<file path="config.mk">
export PLATFORM = sky130hd
export DESIGN_NAME = controle_multiciclo
export DESIGN_NICKNAME = d
export VERILOG_FILES = /design/src/rtl/controle_multiciclo.sv
export SDC_FILE = /design/constraint.sdc
export NUM_CORES = 1
export LEC_CHECK = 0
export ABC_AREA = 1
export ABC_CLOCK_PERIOD_IN_PS = 2800
export BUFFER_PORTS_ARGS = -buffer_cell sky130_fd_sc_hd__buf_4
export CORE_MARGIN = 2
export CORE_UTILIZATION = 35
export DETAILED_ROUTE_END_ITERATION = 10
export GPL_TIMING_DRIVEN = 0
export PLACE_DENSITY_LB_ADDON = 0.05
export SYNTH_ARGS = -nofsm -noshare
export SYNTH_HDL_FRONTEND = slang
export SYNTH_SLANG_ARGS = --single-unit
</file>
<file path="constraint.sdc">
create_clock -name clk -period 2.8 [get_ports clk]
set_input_delay 0.14 -clock clk [delete_from_list [all_inputs] [get_ports clk]]
set_output_delay 0.14 -clock clk [all_outputs]
set_load 0.005 [all_outputs]
</file>
<file path="src/rtl/controle_multiciclo.sv">
// Multicycle sequencer for the RISC-V datapath: FETCH/DECODE/EXEC/MEM/WB control,
// data-memory ready handshake with timeout, halt on fault, cycle/retire counters.
module controle_multiciclo #(
    parameter int CNT_W       = 32,
    parameter int MEM_TIMEOUT = 15
) (
    input  logic             clk,
    input  logic             reset,
    input  logic             run,
    input  logic [6:0]       opcode,
    input  logic             zero,
    input  logic             mem_ready,
    output logic             pc_write,
    output logic             pc_src,
    output logic             ir_write,
    output logic             reg_write,
    output logic             mem_read,
    output logic             mem_write,
    output logic             alu_src,
    output logic             mem_to_reg,
    output logic             busy,
    output logic             halted,
    output logic [1:0]       err_code,
    output logic [2:0]       state,
    output logic [CNT_W-1:0] instr_count,
    output logic [CNT_W-1:0] cycle_count
);

    localparam logic [2:0] S_IDLE   = 3'd0;
    localparam logic [2:0] S_FETCH  = 3'd1;
    localparam logic [2:0] S_DECODE = 3'd2;
    localparam logic [2:0] S_EXEC   = 3'd3;
    localparam logic [2:0] S_MEM    = 3'd4;
    localparam logic [2:0] S_WB     = 3'd5;
    localparam logic [2:0] S_HALT   = 3'd7;

    localparam logic [6:0] OP_R  = 7'b0110011;
    localparam logic [6:0] OP_I  = 7'b0010011;
    localparam logic [6:0] OP_LD = 7'b0000011;
    localparam logic [6:0] OP_ST = 7'b0100011;
    localparam logic [6:0] OP_BR = 7'b1100011;

    localparam logic [1:0] ERR_NONE    = 2'b00;
    localparam logic [1:0] ERR_ILLEGAL = 2'b01;
    localparam logic [1:0] ERR_TIMEOUT = 2'b10;

    // wait counter only needs to reach MEM_TIMEOUT-1
    localparam int WAIT_W = (MEM_TIMEOUT > 1) ? $clog2(MEM_TIMEOUT) : 1;
    localparam logic [WAIT_W-1:0] WAIT_LAST = WAIT_W'(MEM_TIMEOUT - 1);

    logic [2:0]        state_q, state_d;
    logic [6:0]        opc_q, opc_d;
    logic [WAIT_W-1:0] wait_q, wait_d;
    logic [1:0]        err_q, err_d;
    logic [CNT_W-1:0]  instr_q, instr_d;
    logic [CNT_W-1:0]  cycle_q, cycle_d;
    logic              retire;
    logic              op_legal, is_ld, is_st, is_br;

    assign op_legal = (opcode == OP_R) || (opcode == OP_I) || (opcode == OP_LD)
                   || (opcode == OP_ST) || (opcode == OP_BR);
    assign is_ld = (opc_q == OP_LD);
    assign is_st = (opc_q == OP_ST);
    assign is_br = (opc_q == OP_BR);

    always_comb begin
        state_d = state_q;
        opc_d   = opc_q;
        wait_d  = wait_q;
        err_d   = err_q;
        retire  = 1'b0;
        case (state_q)
            S_IDLE:   if (run) state_d = S_FETCH;
            S_FETCH:  state_d = S_DECODE;
            S_DECODE: begin
                opc_d = opcode;
                if (op_legal) begin
                    state_d = S_EXEC;
                end else begin
                    state_d = S_HALT;
                    err_d   = ERR_ILLEGAL;
                end
            end
            S_EXEC: begin
                if (is_br) begin
                    retire  = 1'b1;
                    state_d = run ? S_FETCH : S_IDLE;
                end else if (is_ld || is_st) begin
                    state_d = S_MEM;
                    wait_d  = '0;
                end else begin
                    state_d = S_WB;
                end
            end
            S_MEM: begin
                // a ready on the final allowed cycle still completes the access
                if (mem_ready) begin
                    if (is_st) begin
                        retire  = 1'b1;
                        state_d = run ? S_FETCH : S_IDLE;
                    end else begin
                        state_d = S_WB;
                    end
                end else if (wait_q == WAIT_LAST) begin
                    state_d = S_HALT;
                    err_d   = ERR_TIMEOUT;
                end else begin
                    wait_d = wait_q + 1'b1;
                end
            end
            S_WB: begin
                retire  = 1'b1;
                state_d = run ? S_FETCH : S_IDLE;
            end
            S_HALT:   state_d = S_HALT;
            default:  state_d = S_IDLE;
        endcase
        instr_d = instr_q + CNT_W'(retire);
        cycle_d = cycle_q + CNT_W'(busy);
    end

    always_ff @(posedge clk) begin
        if (!reset) begin
            state_q <= S_IDLE;
            opc_q   <= '0;
            wait_q  <= '0;
            err_q   <= ERR_NONE;
            instr_q <= '0;
            cycle_q <= '0;
        end else begin
            state_q <= state_d;
            opc_q   <= opc_d;
            wait_q  <= wait_d;
            err_q   <= err_d;
            instr_q <= instr_d;
            cycle_q <= cycle_d;
        end
    end

    // Moore decode; only pc_src (zero) and the store retire (mem_ready) see inputs
    always_comb begin
        pc_write   = 1'b0;
        pc_src     = 1'b0;
        ir_write   = 1'b0;
        reg_write  = 1'b0;
        mem_read   = 1'b0;
        mem_write  = 1'b0;
        alu_src    = 1'b0;
        mem_to_reg = 1'b0;
        case (state_q)
            S_FETCH: ir_write = 1'b1;
            S_EXEC: begin
                alu_src  = !is_br && (opc_q != OP_R);
                pc_write = is_br;
                pc_src   = is_br && zero;
            end
            S_MEM: begin
                alu_src   = 1'b1;
                mem_read  = is_ld;
                mem_write = is_st;
                pc_write  = is_st && mem_ready;
            end
            S_WB: begin
                reg_write  = 1'b1;
                mem_to_reg = is_ld;
                pc_write   = 1'b1;
            end
            default: ;
        endcase
    end

    assign busy        = (state_q >= S_FETCH) && (state_q <= S_WB);
    assign halted      = (state_q == S_HALT);
    assign err_code    = err_q;
    assign state       = state_q;
    assign instr_count = instr_q;
    assign cycle_count = cycle_q;

endmodule
</file>
==> results of run 1 <==
==> cells by family after synthesis <==
| family | count (synthesis) | share of synthesized area |
|---|---|---|
| adders and majority gates | 7 | 0.0200 |
| DFF | 80 | 0.366 |
| buffers and inverters | 78 | 0.0683 |
| and+or+nand+nor | 417 | 0.419 |
| AOI/OAI and AO/OA | 85 | 0.107 |
| xor gates and xnor gates | 10 | 0.0200 |
==> routing by layer <==
layer	vias up	GRT usage	routed length, µm
li1	2358	-	-
met2	126	0.292	5510
met4	0	0.0667	145
met3	12	0.0329	744
met5	-	0	0
met1	2053	0.279	6240
==> cells in the mapped netlist, drive strengths merged <==
cell type / instances / area share
or2: 1 / 0.0014
a31oi: 1 / 0.0014
xnor2: 2 / 0.0040
xor2: 8 / 0.016
a22oi: 1 / 0.0017
nand4: 5 / 0.0071
clkbuf: 6 / 0.0051
nor2: 146 / 0.14
inv: 69 / 0.059
nand3b: 21 / 0.036
buf: 3 / 0.0040
a211oi: 2 / 0.0034
o211ai: 1 / 0.0017
o21ai: 21 / 0.024
o22ai: 2 / 0.0060
dfxtp: 80 / 0.37
nand2: 210 / 0.19
nand3: 27 / 0.032
ha: 7 / 0.020
nor3: 7 / 0.0080
a21oi: 51 / 0.058
o21a: 6 / 0.010
==> layout make-up <==
| type | count | area (µm²) |
|---|---|---|
| buffer | 9 | 40.0 |
| fill | 1302 | 6510 |
| sequential | 80 | 1600 |
| clock inverter | 4 | 70.1 |
| multi-input combinational | 519 | 2490 |
| timing repair buffer | 93 | 698 |
| inverter | 69 | 259 |
| tap | 168 | 210 |
| clock buffer | 10 | 239 |
==> placed cells by master (no fill, tap or decap), types with 10 or more instances in the layout <==
master,n
o21ai_0,20
nand2_1,197
a21oi_1,51
nor2_1,127
nand3_1,26
nand2_2,11
buf_4,94
inv_1,65
nand3b_1,21
dfxtp_1,80
nor2_2,10
==> report_power, final <==
part	switching, µW	internal (µW)	total (µW)	leakage (µW)
Combinational	297	227	523	0.00133
Sequential	74.0	1220	1290	0.000646
Clock	463	792	1260	0.000154
==> metrics by stage <==
stage                util  instances  hold slack (ps)
floorplan               -        677              278
global placement    0.435        935              401
detailed placement  0.435        935              411
CTS                 0.460        949             58.8
global route        0.463        952             91.8
finish              0.463        952             69.2
==> critical path: stages, from the launching register on <==
cell	delay [ps]
dfxtp_1	510
nand2_2	170
inv_2	120
nand2_1	80
o211ai_1	300
ha_1	250
ha_2	250
nand2_1	120
nor2_4	150
inv_1	80
nor2_2	170
nand2_1	70
nand2_1	60
a21oi_1	60
==> what timing repair did <==
item	CTS	global route
gates resized for setup	0	4
hold buffers	0	0
setup buffers	0	3
setup endpoints to repair	0	7
==> sequential cells by signal, indices dropped and copies added (netlist names) <==
register	count
opc_q	7
wait_q	4
state	3
err_code	2
cycle_count	32
instr_count	32
==> path summary, 6_finish.rpt <==
kind / endpoint / slack [ps] / startpoint / depth (start not counted)
setup / recovery: instr_count[28]$_SDFF_PN0_ / 260 / state[2]$_SDFFE_PN0P_ / 13
hold / removal: opc_q[1]$_SDFFE_PN0P_ / 70 / opcode[1] / 3
setup reg to reg: instr_count[28]$_SDFF_PN0_ / 260 / state[2]$_SDFFE_PN0P_ / 13
hold reg to reg: err_code[1]$_SDFFE_PN0P_ / 450 / err_code[1]$_SDFFE_PN0P_ / 2
==> summary.txt, run 1 <==
Port Buffers -> 90
Yosys reg bits -> 80
Setup WS post-layout -> 263 ps
clk_lat worst skew -> 340 ps
grt ovf -> 0
Area growth syn-to-layout -> 28.0%
initial core utilization -> 0.361
Worst Skew -> 7.05 ps
synth warn -> 0
# IOs -> 91
RSZ-0062 raised after global routing -> false
final hold viol count -> 0
DRC -> 0
Max Clk Rate -> 394 MHz
pwr dens -> 548 mW/mm²
Max IR drop VDD -> 0.342 mV
Tightest Pin Transition -> 724 ps
Seq/Total Area, Yosys -> 0.366
post-synthesis cell type count -> 31
Slew headroom -> 0.517
post-route cell area -> 0.00561 mm²
pin count of the biggest net entering global routing -> 13
drt pass-1 iters -> 5
critical path type -> flip-flop to flip-flop
data required time of the worst path -> 2990 ps
Final Total Pwr -> 3070 µW
Setup TNS -> 0 ps
max-cap violation count -> 0
routed via count -> 4549
Pleak -> 0.00213 µW
Routed WL -> 12600 µm
final setup fails -> 0
Tot GR Track Use -> 0.193
H-tree depth -> 3
status -> finished clean
die area -> 0.0134 mm²
Max clock buf depth -> 2
CP Capture Type -> flip-flop
period utilisation layout -> 0.906
CTS Root Cell -> clkbuf_16
DR WL/cell -> 13.3 µm
cell area after synthesis -> 0.00438 mm²
crit path DAT -> 2730 ps
initial antenna violation count -> 0
Via density -> 4.78
minimum clock period -> 2540 ps
hpwl dp -> 9990 µm
CTS tree -> built
maximum fanout along the worst path -> 7
# nets final -> 800
Routed Antenna Nets -> 0
Placed Instance Area -> 0.00526 mm²
Mean Syn Cell Area -> 6.47 µm²
Hold Path Class -> primary input to flip-flop
Sink Count -> 80
area of the core -> 0.0121 mm²
Synth Instances -> 677
Die W -> 116 µm
Placer Congestion -> 0.966
vias in the first global route -> 4099
CTS Buf Count -> 9
Startpoint Class -> flip-flop
global-route wire length before repair -> 20200 µm
layout cell share with drive strength beyond 1 -> 0.190
max-slew violations -> 0
Die Y -> 116 µm
Starting DRT DRC Count -> 279
syn_nets -> 696
Placement Setup Slack -> 65.8 ps
# rows -> 40
n_diodes -> 0
clock-pin slew on the worst setup and hold paths -> 60 ps
Power figures use the tool's default switching activity.
==> run 2: changes to the inputs <==
--- a/config.mk
+++ b/config.mk
@@ -6,7 +6,7 @@
 export NUM_CORES = 1
 export LEC_CHECK = 0
 export ABC_AREA = 1
-export ABC_CLOCK_PERIOD_IN_PS = 2800
+export ABC_CLOCK_PERIOD_IN_PS = 2100
 export BUFFER_PORTS_ARGS = -buffer_cell sky130_fd_sc_hd__buf_4
 export CORE_MARGIN = 2
 export CORE_UTILIZATION = 35
==> constraint.sdc (replaced) <==
create_clock -name clk -period 2.1 [get_ports clk]
set_input_delay 0.105 -clock clk [delete_from_list [all_inputs] [get_ports clk]]
set_output_delay 0.105 -clock clk [all_outputs]
set_load 0.005 [all_outputs]
==> run 2 against run 1 <==
  * The run now ends with setup timing left
  * Clock skew decreased by 1.0 ps
  * Wire length increased by 4.9%
  * Clock power increased by 29%
==> summary.txt, run 2 (synthesis gave the netlist of run 1 again) <==
# rows -> 40
Hold Path Class -> primary input to flip-flop
area of the core -> 0.0121 mm²
max-cap violation count -> 0
Starting DRT DRC Count -> 292
maximum fanout along the worst path -> 7
CP bufs+invs -> 3
drt pass-1 iters -> 5
Startpoint Class -> flip-flop
status -> finished, violations left
Placed Instance Area -> 0.00530 mm²
Max clock buf depth -> 2
minimum clock period -> 2110 ps
initial core utilization -> 0.361
flop-to-flop setup slack -> -6 ps
CTS tree -> built
hpwl dp -> 10100 µm
clock-pin slew on the worst setup and hold paths -> 60 ps
n_diodes -> 0
CP Capture Type -> flip-flop
Routed WL -> 13300 µm
data required time of the worst path -> 2340 ps
Area growth syn-to-layout -> 37.0%
Via density -> 4.84
delay of the slowest critical-path stage -> 370 ps
CTS Buf Count -> 9
Die Y -> 116 µm
post-route cell area -> 0.00600 mm²
CP top delay family -> simple AND/OR/NAND/NOR gates
Slew headroom -> 0.547
Max IR drop VDD -> 0.464 mV
# nets final -> 822
failing checks -> setup timing
worst path cell trace -> nor2_4 > nand2_4 > inv_4 > nand2_2 > o211ai_1 > buf_4 > ha_4 > inv_2 > nor2_4 > nand3_4 > nor2_4 > nand2_1 > o21ai_1 > nor2_1
Placer Congestion -> 0.916
Die W -> 116 µm
clk_lat worst skew -> 340 ps
Setup crit end -> instr_count[13]$_SDFF_PN0_
H-tree depth -> 3
commonest non-fill, non-tap cell in the layout -> nand2_1
Max Clk Rate -> 475 MHz
initial antenna violation count -> 0
die area -> 0.0134 mm²
critical path type -> flip-flop to flip-flop
# IOs -> 91
vias in the first global route -> 4221
reg2reg start -> state[1]$_SDFFE_PN0P_
period utilisation layout -> 1.00
pin count of the biggest net entering global routing -> 13
RSZ-0062 raised after global routing -> true
final cell count without fillers -> 976
Tot GR Track Use -> 0.200
CTS Hold Bufs -> 0
Worst Reg-to-Reg Cells -> 14
most used cell along the critical path -> nor2_4
Setup WS post-layout -> -6.24 ps
Routed Antenna Nets -> 0
CTS Root Cell -> clkbuf_16
crit path launch -> state[1]$_SDFFE_PN0P_
Pleak -> 0.00229 µW
crit path DAT -> 2340 ps
HP Start -> opcode[0]
pwr dens -> 708 mW/mm²
max-slew violations -> 0
Worst Skew -> 6.05 ps
Sink Count -> 80
final hold viol count -> 0
CP Depth -> 14
placed instance count -> 935
FF-to-FF End -> instr_count[13]$_SDFF_PN0_
Slowest-stage cell, CP -> dfxtp_4
Tightest Pin Transition -> 680 ps
global-route wire length before repair -> 20800 µm
Port Buffers -> 90
final setup fails -> 3
routed via count -> 4719
layout cell share with drive strength beyond 1 -> 0.265
DRC -> 0
DR WL/cell -> 13.6 µm
commonest cells after routing, fill and taps aside -> nand2_1, nor2_1, buf_4
grt ovf -> 0
-- run 2: cell count changes in the layout (fill, tap and decap cells not counted), sizes merged --
cell,before,now
buf,96,118
clkbuf,16,20
clkinv,2,0
bufinv,2,1
clkinvlp,0,1
-- run 2: metal layers --
metal | GRT usage | share of wire | wire length (µm) | up-vias
met1 | 0.287 | 0.49 | 6470 | 2183
met4 | 0.0778 | 0.016 | 206 | 0
met5 | 0 | 0 | 0 | -
li1 | - | - | - | 2397
met3 | 0.0377 | 0.056 | 746 | 15
met2 | 0.298 | 0.44 | 5840 | 124
-- run 2: how the worst min path moves through the flow --
| stage | end | depth (start not counted) |
|---|---|---|
| 5_1_grt | opc_q[2]$_SDFFE_PN0P_ | 3 |
| 2_1_floorplan | opc_q[2]$_SDFFE_PN0P_ | 2 |
| 6_report | opc_q[0]$_SDFFE_PN0P_ | 3 |
| 4_1_cts | opc_q[3]$_SDFFE_PN0P_ | 3 |
| 3_5_place_dp | opc_q[0]$_SDFFE_PN0P_ | 3 |
| 3_3_place_gp | opc_q[0]$_SDFFE_PN0P_ | 3 |
-- run 2: what timing repair did --
item	4_1_cts	5_1_grt
endpoints found under the setup margin	27	30
buffers inserted	18	7
pin swaps	14	18
gates resized for setup	33	32
-- run 2: area by class of cell --
type / count / area, µm²
Clock buffer: 14 / 264
Sequential cell: 80 / 1620
Timing Repair Buffer: 115 / 867
Inverter: 69 / 262
Buffer: 9 / 40.0
Multi-Input combinational cell: 519 / 2700
Fill cell: 1262 / 6110
Tap cell: 168 / 210
Clock inverter: 2 / 37.5
-- run 2: worst register-to-register path, stage by stage (launching register included) --
cell	delay, ps
dfxtp_4	370
nor2_4	130
nand2_4	80
inv_4	60
nand2_2	50
o211ai_1	160
buf_4	170
ha_4	130
inv_2	40
nor2_4	230
nand3_4	120
nor2_4	210
nand2_1	80
o21ai_1	120
nor2_1	50
-- run 2: power breakdown --
group / total, µW / internal, µW / switching [µW]
clock: 1620 / 988 / 631
sequential: 1770 / 1640 / 121
combinational: 861 / 395 / 466
total: 4250 / 3030 / 1220
-- run 2: stage by stage --
| step | setup WS (ps) | total power (µW) | utilization | hold slack, ps | setup TNS, ps |
|---|---|---|---|---|---|
| 2_1_floorplan | 6.07 | 2190 | - | 243 | 0 |
| 4_1_cts | -24.4 | 4270 | 0.482 | 24.4 | -24.4 |
| 6_report | -6.24 | 4250 | 0.495 | 30.2 | -7.76 |
| 3_5_place_dp | -353 | 2480 | 0.438 | 384 | -4780 |
| 3_3_place_gp | -346 | 2460 | 0.438 | 373 | -4650 |
| 5_1_grt | -148 | 4460 | 0.495 | 25.7 | -1970 |
